--- config.mk ---
export PLATFORM = sky130hd
export DESIGN_NAME = mem_stage_flat
export DESIGN_NICKNAME = d
export VERILOG_FILES = /design/src/rtl/vliw_pkg.sv /design/src/rtl/mem_stage_if.sv /design/src/rtl/mem_wb_reg.sv /design/src/rtl/mem_stage.sv /design/src/flat_wrapper.sv
export SDC_FILE = /design/constraint.sdc
export NUM_CORES = 1
export LEC_CHECK = 0
export CORE_MARGIN = 2
export CORE_UTILIZATION = 28
export CTS_BUF_LIST = sky130_fd_sc_hd__clkbuf_8
export DETAILED_ROUTE_END_ITERATION = 7
export MAX_ROUTING_LAYER = met4
export PLACE_DENSITY = 0.79
export SLEW_MARGIN = 20
export SYNTH_ARGS = -nofsm -noshare
export SYNTH_HDL_FRONTEND = slang
export SYNTH_SLANG_ARGS = --single-unit
--- constraint.sdc ---
create_clock -name clk -period 1.2 [get_ports clk]
set_input_delay 0.24 -clock clk [delete_from_list [all_inputs] [get_ports clk]]
set_output_delay 0.24 -clock clk [all_outputs]
set_load 0.02 [all_outputs]
--- src/rtl/vliw_pkg.sv ---
// Shared VLIW pipeline types: MEM-stage FSM states, data-memory widths and the MEM/WB payload.
package vliw_pkg;

   localparam int unsigned DMEM_ADDR_W = 32;
   localparam int unsigned DMEM_DATA_W = 8;
   localparam int unsigned REG_IDX_W   = 3;
   localparam int unsigned WORD_W      = 32;

   typedef enum logic {
      IDLE = 1'b0,
      WAIT = 1'b1
   } mem_state_t;

   typedef struct packed {
      logic                 alu_regwrite;
      logic                 mem_regwrite;
      logic [REG_IDX_W-1:0] alu_rd;
      logic [REG_IDX_W-1:0] mem_rd;
      logic [WORD_W-1:0]    alu_result;
      logic [WORD_W-1:0]    mem_load_data;
      logic                 flag_z;
      logic                 flag_n;
      logic                 flag_c;
      logic                 flag_v;
   } mem_wb_t;

   function automatic logic [WORD_W-1:0] ZERO_EXT8(input logic [7:0] b);
      return {24'b0, b};
   endfunction

endpackage

--- src/rtl/mem_stage_if.sv ---
// Data-memory req/ack bus between the MEM stage (master) and the data memory (slave).
interface mem_stage_if #(
   parameter int unsigned ADDR_W = 32,
   parameter int unsigned DATA_W = 8
);
   logic              dmem_req;
   logic              dmem_we;
   logic [ADDR_W-1:0] dmem_addr;
   logic [DATA_W-1:0] dmem_wdata;
   logic              dmem_ack;
   logic [DATA_W-1:0] dmem_rdata;

   modport master (
      output dmem_req, dmem_we, dmem_addr, dmem_wdata,
      input  dmem_ack, dmem_rdata
   );

   modport slave (
      input  dmem_req, dmem_we, dmem_addr, dmem_wdata,
      output dmem_ack, dmem_rdata
   );
endinterface

--- src/rtl/mem_wb_reg.sv ---
// MEM/WB pipeline register: capture on completion, bubble (regWrites cleared) on stall.
module mem_wb_reg
   import vliw_pkg::*;
(
   input  logic    clk,
   input  logic    reset,
   input  logic    capture_i,
   input  logic    bubble_i,
   input  mem_wb_t wb_d_i,
   output mem_wb_t wb_o
);

   mem_wb_t wb_q;

   always_ff @(posedge clk) begin
      if (!reset) begin
         wb_q <= '0;
      end else if (capture_i) begin
         wb_q <= wb_d_i;
      end else if (bubble_i) begin
         // Only the writeback enables are killed; data fields hold for forwarding stability.
         wb_q.alu_regwrite <= 1'b0;
         wb_q.mem_regwrite <= 1'b0;
      end
   end

   assign wb_o = wb_q;

endmodule

--- src/rtl/mem_stage.sv ---
// VLIW memory stage: issues the EX/MEM byte load/store over req/ack, stalls while busy, feeds MEM/WB.
module mem_stage
   import vliw_pkg::*;
#(
   parameter int unsigned ADDR_W = DMEM_ADDR_W,
   parameter int unsigned DATA_W = DMEM_DATA_W
) (
   input  logic              clk,
   input  logic              reset,
   input  logic              p3_memRead,
   input  logic              p3_memWrite,
   input  logic              p3_alu_regWrite,
   input  logic              p3_mem_regWrite,
   input  logic [2:0]        p3_alu_rd,
   input  logic [2:0]        p3_mem_rd,
   input  logic [7:0]        p3_mem_reg_rd,
   input  logic [31:0]       p3_alu_aluOut,
   input  logic [ADDR_W-1:0] p3_mem_address,
   input  logic              p3_flag_z,
   input  logic              p3_flag_n,
   input  logic              p3_flag_c,
   input  logic              p3_flag_v,
   mem_stage_if.master       dmem,
   output logic              mem_stall,
   output logic              p4_alu_regWrite,
   output logic              p4_mem_regWrite,
   output logic [2:0]        p4_alu_rd,
   output logic [2:0]        p4_mem_rd,
   output logic [31:0]       p4_alu_result,
   output logic [31:0]       p4_mem_loadData,
   output logic              p4_flag_z,
   output logic              p4_flag_n,
   output logic              p4_flag_c,
   output logic              p4_flag_v
);

   mem_state_t state_q, state_d;
   logic       memop;
   logic       is_load;
   logic       req;
   logic       stall;
   mem_wb_t    wb_d, wb_q;

   assign memop   = p3_memRead | p3_memWrite;
   assign is_load = p3_memRead & ~p3_memWrite;

   always_ff @(posedge clk) begin
      if (!reset) state_q <= IDLE;
      else        state_q <= state_d;
   end

   // Request and stall depend only on state, memop and ack -- never on rdata.
   always_comb begin
      state_d = state_q;
      req     = 1'b0;
      stall   = 1'b0;
      unique case (state_q)
         IDLE: begin
            if (memop) begin
               req = 1'b1;
               if (!dmem.dmem_ack) begin
                  stall   = 1'b1;
                  state_d = WAIT;
               end
            end
         end
         WAIT: begin
            req = 1'b1;
            if (dmem.dmem_ack) state_d = IDLE;
            else               stall   = 1'b1;
         end
         default: state_d = IDLE;
      endcase
   end

   assign dmem.dmem_req   = req;
   assign dmem.dmem_we    = p3_memWrite;
   assign dmem.dmem_addr  = p3_mem_address;
   assign dmem.dmem_wdata = DATA_W'(p3_mem_reg_rd);
   assign mem_stall       = stall;

   always_comb begin
      wb_d               = '0;
      wb_d.alu_regwrite  = p3_alu_regWrite;
      wb_d.mem_regwrite  = p3_mem_regWrite & is_load;
      wb_d.alu_rd        = p3_alu_rd;
      wb_d.mem_rd        = p3_mem_rd;
      wb_d.alu_result    = p3_alu_aluOut;
      wb_d.mem_load_data = is_load ? ZERO_EXT8(8'(dmem.dmem_rdata)) : 32'h0;
      wb_d.flag_z        = p3_flag_z;
      wb_d.flag_n        = p3_flag_n;
      wb_d.flag_c        = p3_flag_c;
      wb_d.flag_v        = p3_flag_v;
   end

   mem_wb_reg u_mem_wb_reg (
      .clk       (clk),
      .reset     (reset),
      .capture_i (~stall),
      .bubble_i  (stall),
      .wb_d_i    (wb_d),
      .wb_o      (wb_q)
   );

   assign p4_alu_regWrite = wb_q.alu_regwrite;
   assign p4_mem_regWrite = wb_q.mem_regwrite;
   assign p4_alu_rd       = wb_q.alu_rd;
   assign p4_mem_rd       = wb_q.mem_rd;
   assign p4_alu_result   = wb_q.alu_result;
   assign p4_mem_loadData = wb_q.mem_load_data;
   assign p4_flag_z       = wb_q.flag_z;
   assign p4_flag_n       = wb_q.flag_n;
   assign p4_flag_c       = wb_q.flag_c;
   assign p4_flag_v       = wb_q.flag_v;

endmodule

--- src/flat_wrapper.sv ---
// flat-port wrapper written by rule: the top's interface ports become plain ports
module mem_stage_flat import vliw_pkg::*;
#(
   parameter int unsigned ADDR_W = DMEM_ADDR_W,
   parameter int unsigned DATA_W = DMEM_DATA_W
)
  (clk, reset, p3_memRead, p3_memWrite, p3_alu_regWrite, p3_mem_regWrite, p3_alu_rd, p3_mem_rd, p3_mem_reg_rd, p3_alu_aluOut, p3_mem_address, p3_flag_z, p3_flag_n, p3_flag_c, p3_flag_v, mem_stall, p4_alu_regWrite, p4_mem_regWrite, p4_alu_rd, p4_mem_rd, p4_alu_result, p4_mem_loadData, p4_flag_z, p4_flag_n, p4_flag_c, p4_flag_v, dmem_dmem_req, dmem_dmem_we, dmem_dmem_addr, dmem_dmem_wdata, dmem_dmem_ack, dmem_dmem_rdata);
  mem_stage_if #(.ADDR_W(ADDR_W), .DATA_W(DATA_W)) dmem_i ();
  input  logic clk;
  input  logic reset;
  input  logic p3_memRead;
  input  logic p3_memWrite;
  input  logic p3_alu_regWrite;
  input  logic p3_mem_regWrite;
  input  logic [2:0] p3_alu_rd;
  input  logic [2:0] p3_mem_rd;
  input  logic [7:0] p3_mem_reg_rd;
  input  logic [31:0] p3_alu_aluOut;
  input  logic [ADDR_W-1:0] p3_mem_address;
  input  logic p3_flag_z;
  input  logic p3_flag_n;
  input  logic p3_flag_c;
  input  logic p3_flag_v;
  output logic mem_stall;
  output logic p4_alu_regWrite;
  output logic p4_mem_regWrite;
  output logic [2:0] p4_alu_rd;
  output logic [2:0] p4_mem_rd;
  output logic [31:0] p4_alu_result;
  output logic [31:0] p4_mem_loadData;
  output logic p4_flag_z;
  output logic p4_flag_n;
  output logic p4_flag_c;
  output logic p4_flag_v;
  output wire logic [$bits(dmem_i.dmem_req)-1:0] dmem_dmem_req;
  output wire logic [$bits(dmem_i.dmem_we)-1:0] dmem_dmem_we;
  output wire logic [$bits(dmem_i.dmem_addr)-1:0] dmem_dmem_addr;
  output wire logic [$bits(dmem_i.dmem_wdata)-1:0] dmem_dmem_wdata;
  input wire logic [$bits(dmem_i.dmem_ack)-1:0] dmem_dmem_ack;
  input wire logic [$bits(dmem_i.dmem_rdata)-1:0] dmem_dmem_rdata;
  assign dmem_dmem_req = dmem_i.dmem_req;
  assign dmem_dmem_we = dmem_i.dmem_we;
  assign dmem_dmem_addr = dmem_i.dmem_addr;
  assign dmem_dmem_wdata = dmem_i.dmem_wdata;
  assign dmem_i.dmem_ack = dmem_dmem_ack;
  assign dmem_i.dmem_rdata = dmem_dmem_rdata;
  mem_stage #(.ADDR_W(ADDR_W), .DATA_W(DATA_W)) u_core (.clk(clk), .reset(reset), .p3_memRead(p3_memRead), .p3_memWrite(p3_memWrite), .p3_alu_regWrite(p3_alu_regWrite), .p3_mem_regWrite(p3_mem_regWrite), .p3_alu_rd(p3_alu_rd), .p3_mem_rd(p3_mem_rd), .p3_mem_reg_rd(p3_mem_reg_rd), .p3_alu_aluOut(p3_alu_aluOut), .p3_mem_address(p3_mem_address), .p3_flag_z(p3_flag_z), .p3_flag_n(p3_flag_n), .p3_flag_c(p3_flag_c), .p3_flag_v(p3_flag_v), .dmem(dmem_i), .mem_stall(mem_stall), .p4_alu_regWrite(p4_alu_regWrite), .p4_mem_regWrite(p4_mem_regWrite), .p4_alu_rd(p4_alu_rd), .p4_mem_rd(p4_mem_rd), .p4_alu_result(p4_alu_result), .p4_mem_loadData(p4_mem_loadData), .p4_flag_z(p4_flag_z), .p4_flag_n(p4_flag_n), .p4_flag_c(p4_flag_c), .p4_flag_v(p4_flag_v));
endmodule
==> impl_metrics.toml, run 1 <==
[detailed_routing]
routed-wl-met2_um = 2702
avgViaCountPerCell = 4.304
wl_met1_um = 2134
highest_layer = "met4"
firstDrtPassIters = 3
wl_met3_um = 478
drc = 0
wl_per_cell_um = 14.72
vias = 1588
ant_nets = 0
drt_iter0_markers = 16
wirelength_um = 5432

[power_and_ir_drop]
peakVddDrop_uv = 468.9
p_per_area_nw_per_um2 = 1188
power_leakage_nw = 1.411

[timing]
fin_worst_hold_slack_ns = 0.4800
fin_crit_sh = 1.059
maxSlewViolCount = 0
hold_viol = 0
grt_setup_unrepaired = "true"
timing.final.ws_setup_ns = -0.07051
period_needed_ns = 1.271
setup_violations = 52
finClkSkew_ns = 0.004071
timing.fmax_mhz = 787.1

[worst_setup_path]
slowest_stage = "dfxtp_2"
crit_chain = "nor3_4 > buf_6 > nor3b_4 > buf_6 > clkbuf_16 > a22o_4"
slowest_delay_ns = 0.33
r2r_end = "u_core.u_mem_wb_reg.wb_o[39]"
cp.required_ns = 1.40
crit_path_end = "u_core.u_mem_wb_reg.wb_o[39]"
r2r_start = "u_core.state_q"
crit_fanout = 7
cp-start-kind = "flip-flop"
cp-end-kind = "flip-flop"
crit_arrival_ns = 1.47
path_class = "flip-flop to flip-flop"
worst-r2r-cell-count = 6
cpMostUsedCell = "buf_6"
ff2ff_setup_slack_ns = -0.07
worstSetupStartpoint = "u_core.state_q"

[clock_network]
clk_pin_slew_ns = 0.10
cts_root_buf = "clkbuf_8"
clk_path_buf_depth = 2
cts_tree = "done"
numCtsBuffers = 5
cts_max_level = 2
clk_latency_ns = 0.30
numClockSinks = 53

[yosys]
yosysMostFrequentCell = "buf_4"
ys_ff_latch = 53
syn-cell-area_um2 = 2201
postSynthAreaPerCell_um2 = 11.71
synthTopCellsByCount = "65 x buf_4, 53 x dfxtp_1, 30 x a22o_1"
seq_area_frac_synth = 0.4821
yosys.cell_types.count = 16
synth_top_cell_by_area = "dfxtp_1"
synth.area.top_cells = "dfxtp_1 48%, buf_4 22%, a22o_1 12%, a22o_2 9.1%, buf_12 1.8%"
netlist.area_leader.share = 0.4821
synth-edff-count = 0
yosysWarnings = 0
synthCells = 188
synthArstFlopShare = 0
synth_ff_type = "dfxtp_1"

[finish]
fin_area_um2 = 3126
area_growth_pct = 42.01
drive_above_1_share = 0.3783
nets = 363
diodes = 0

[status]
violations = "negative setup slack"
status = "finished with violations"

[global_route]
antenna_found_initial = 0
overflow = 0
grt_pass1_wl_um = 7879
grt_max_degree = 29
grt_pass1_vias = 1572
grtUsageTotal = 0.1201

[place]
pre_cts_ws_ns = -0.5887
placed_area_um2 = 3017
place.port_buffers = 111
hpwl_um = 3525
gp_congestion = 0.6454

[floorplan]
core_um2 = 7687
start_util = 0.2863
boundaryPins = 216
die_area_um2 = 8585
die_w_um = 92.66
fp.dieH_um = 92.66
row_count = 32

[run]
drv_cap = 0

[min_path]
hold_path_class = "input port to primary output"
-- layer usage --
metal / vias to the layer above / global-route usage
met1: 750 / 0.1297
met3: 15 / 0.04150
met5: - / -
li1: 728 / -
met4: 0 / 0.05270
met2: 95 / 0.2007
-- where the power goes --
part | total (W) | internal [W] | switching [W] | leakage, nW
Sequential | 0.00192 | 0.00187 | 0.0000578 | 0.437
Combinational | 0.000818 | 0.000422 | 0.000397 | 0.929
Clock | 0.000971 | 0.000404 | 0.000567 | 0.0439
-- sequential cells by signal, summed over array words and instances (netlist names) --
name,flops
u_core.u_mem_wb_reg.wb_o,52
u_core.state_q,1
-- cells in the final DEF (no fill, tap or decap), drive strengths merged --
cell type and n:
clkdlybuf4s15 18, conb 24, clkdlybuf4s50 53, buf 32, and2 2, dfxtp 53, nor2 1, dlymetal6s2s 1
dlygate4sd2 2, and4b 1, inv 1, o21a 1, nor3 1, nor3b 1, clkbuf 23, clkinv 2
clkinvlp 1, a22o 50
-- cell type report --
cell class | instances | area, um^2
Fill cell | 754 | 4562
Timing Repair Buffer | 124 | 1155
Multi-Input combinational cell | 81 | 690.7
Sequential cell | 53 | 1062
Clock buffer | 5 | 68.82
Tap cell | 102 | 127.6
Inverter | 1 | 3.754
Clock inverter | 3 | 17.52
-- logic make-up after synthesis --
kind of cell | synth area share
buffers and inverters | 0.2740
AND/OR/NAND/NOR | 0.02843
flip-flops | 0.4821
AO/OA/AOI/OAI | 0.2138
other | 0.001704
-- stage by stage --
stage,power (W),std cells,TNS (ns),util
final,0.003712,369,-2.381,0.4066
after CTS,0.003752,364,-3.195,0.4141
after detailed placement,0.002781,355,-28.50,0.3924
after floorplan,0.002602,211,0,-
after global routing,0.003897,369,-4.978,0.4066
after global placement,0.002768,355,-26.70,0.3924
-- how the worst min path moves through the flow --
| stage | from | endpoint | slack (ns) | cells after the start |
|---|---|---|---|---|
| global placement | u_core.u_mem_wb_reg.wb_o[9] | u_core.u_mem_wb_reg.wb_o[9] | 0.46 | 1 |
| detailed placement | u_core.u_mem_wb_reg.wb_o[49] | u_core.u_mem_wb_reg.wb_o[49] | 0.46 | 1 |
| finish | p3_mem_address[10] | dmem_dmem_addr[10] | 0.48 | 0 |
| floorplan | p3_mem_regWrite | u_core.u_mem_wb_reg.wb_o[74] | 0.36 | 1 |
| global route | p3_mem_address[20] | dmem_dmem_addr[20] | 0.48 | 0 |
| CTS | p3_mem_address[0] | dmem_dmem_addr[0] | 0.48 | 0 |
-- critical path, delay by kind of cell (launching register included) --
family / cells / cell delay [ns]
AND/OR/NAND/NOR: 2 / 0.20
AO/OA/AOI/OAI: 1 / 0.23
buffers and inverters: 3 / 0.41
flip-flops: 1 / 0.33
-- what timing repair did --
action / 4_1_cts / 5_1_grt
buffers inserted: 0 / 3
cloned: 1 / 3
pin swaps: 1 / 23
setup endpoints to repair: 107 / 86
hold buffers: 0 / 0
endpoints found under the hold margin: 0 / 0
resized for setup: 160 / 48
Note: power is estimated with default switching activity, not from simulation.
==> inputs of run 2 (changes only) <==
--- a/config.mk
+++ b/config.mk
@@ -8,6 +8,7 @@
 export CORE_MARGIN = 2
 export CORE_UTILIZATION = 28
 export CTS_BUF_LIST = sky130_fd_sc_hd__clkbuf_8
+export CTS_CLUSTER_DIAMETER = 80
 export DETAILED_ROUTE_END_ITERATION = 7
 export MAX_ROUTING_LAYER = met4
 export PLACE_DENSITY = 0.79
==> results of run 2 <==
The final DEF is identical to that of run 1; final timing and power are the same.
==> inputs of run 3 (changes only) <==
--- a/config.mk
+++ b/config.mk
@@ -5,6 +5,7 @@
 export SDC_FILE = /design/constraint.sdc
 export NUM_CORES = 1
 export LEC_CHECK = 0
+export CORE_ASPECT_RATIO = 2
 export CORE_MARGIN = 2
 export CORE_UTILIZATION = 28
 export CTS_BUF_LIST = sky130_fd_sc_hd__clkbuf_8
==> impl_metrics.toml, run 3 (same netlist as run 1, synthesis figures left out) <==
[status]
status = "finished with violations"
violations = "negative setup slack"

[worst_setup_path]
slowest_delay_ns = 0.34
path_class = "flip-flop to flip-flop"
cp-start-kind = "flip-flop"
worstSetupStartpoint = "u_core.state_q"
r2r_start = "u_core.state_q"
cpMostUsedCell = "buf_6"
slowest_stage = "dfxtp_2"
crit_arrival_ns = 1.48
cp.required_ns = 1.40
cp-end-kind = "flip-flop"
crit_chain = "nor3_4 > buf_6 > nor3b_4 > buf_6 > buf_12 > a22o_1"
crit_fanout = 11
worst-r2r-cell-count = 6

[timing]
maxSlewViolCount = 0
timing.final.ws_setup_ns = -0.07601
timing.fmax_mhz = 783.7
hold_viol = 0
finClkSkew_ns = 0.005654
fin_crit_sh = 1.063
grt_setup_unrepaired = "true"
setup_violations = 46
period_needed_ns = 1.276

[detailed_routing]
drt_iter0_markers = 42
firstDrtPassIters = 6
wl_per_cell_um = 15.91
wirelength_um = 5777
drc = 0
avgViaCountPerCell = 4.477
ant_nets = 0
vias = 1625

[run]
drv_cap = 0

[place]
hpwl_um = 4053
place.port_buffers = 111
dp_cells = 348
gp_congestion = 0.6871

[finish]
layout_common_cells = "53 x clkdlybuf4s50_1, 52 x dfxtp_1, 30 x a22o_1"
final-instance-count-excl-fill = 363
drive_above_1_share = 0.3792
nFillCells = 756
area_growth_pct = 44.06
diodes = 0
nets = 365
largest_reg_flops = 52
final_common_cell = "clkdlybuf4s50_1"

[power_and_ir_drop]
power_leakage_nw = 1.431
p_per_area_nw_per_um2 = 1208
peakVddDrop_uv = 598.3
p_total_w = 0.003829

[clock_network]
cts_root_buf = "clkbuf_8"
cts_tree = "done"
cts_max_level = 2
hold_buffers = 0
clk_pin_slew_ns = 0.09
clk_latency_ns = 0.31
numCtsBuffers = 5
clk_path_buf_depth = 2
numClockSinks = 53

[min_path]
hold_path_class = "input port to primary output"
hp-start = "p3_mem_address[13]"
holdPathStages = 0

[floorplan]
boundaryPins = 216
die_w_um = 66.69
core_um2 = 7601
start_util = 0.2895
die_area_um2 = 8628
fp.dieH_um = 129.4
row_count = 45

[global_route]
antenna_found_initial = 0
overflow = 0
grt_pass1_vias = 1597
grt_pass1_wl_um = 8045
grt_max_degree = 31
grtUsageTotal = 0.1306
[run 3: final cells by class]
cell class | count | area [um^2] | share of cell area
clock buffer | 6 | 82.58 | 0.02605
clock inverter | 2 | 13.76 | 0.004341
inverter | 1 | 3.754 | 0.001184
multi-input combinational | 81 | 683.2 | 0.2155
sequential | 53 | 1062 | 0.3350
tap | 94 | 117.6 | 0.03710
timing repair buffer | 126 | 1207 | 0.3808
[run 3: repair_timing]
item	CTS	global route
cloned	1	5
setup buffers	0	1
pin swaps	9	9
resized for setup	169	44
endpoints found under the setup margin	108	87
[run 3: path summary, 6_finish.rpt]
kind,slack (ns),endpoint
hold / removal,0.48,dmem_dmem_addr[13]
setup reg to reg,-0.08,u_core.u_mem_wb_reg.wb_o[58]
hold reg to reg,0.48,u_core.u_mem_wb_reg.wb_o[7]
setup / recovery,-0.08,u_core.u_mem_wb_reg.wb_o[58]
[run 3: per-stage QoR]
step / TNS, ns / worst slack, ns / hold WS [ns] / util / cell area, um^2
after floorplan: 0 / 0.07707 / 0.3617 / - / 2287
after global placement: -30.71 / -0.6157 / 0.4605 / 0.3965 / 3014
after detailed placement: -31.56 / -0.6107 / 0.4632 / 0.3965 / 3014
after CTS: -4.580 / -0.1205 / 0.4801 / 0.4196 / 3189
after global routing: -4.539 / -0.1234 / 0.4800 / 0.4171 / 3171
final: -2.023 / -0.07601 / 0.4800 / 0.4171 / 3171
[run 3: critical path: cells and delay by family (launching register included)]
| kind | cells | cell delay (ns) |
|---|---|---|
| buf+inv | 3 | 0.41 |
| flops | 1 | 0.34 |
| simple gates | 2 | 0.21 |
| compound gates | 1 | 0.22 |
[run 3: per-layer routing]
layer | vias to the layer above | global-route usage | share of wire
li1 | 739 | - | -
met1 | 745 | 0.1296 | 0.34
met2 | 93 | 0.2071 | 0.52
met3 | 48 | 0.02951 | 0.075
met4 | 0 | 0.1164 | 0.065
met5 | - | - | 0
[run 3: report_power, final]
part	leakage, nW	internal, W	total, W	switching [W]
sequential	0.437	0.00187	0.00192	0.0000564
clock	0.0512	0.000469	0.00106	0.000595
combinational	0.942	0.000442	0.000844	0.000402
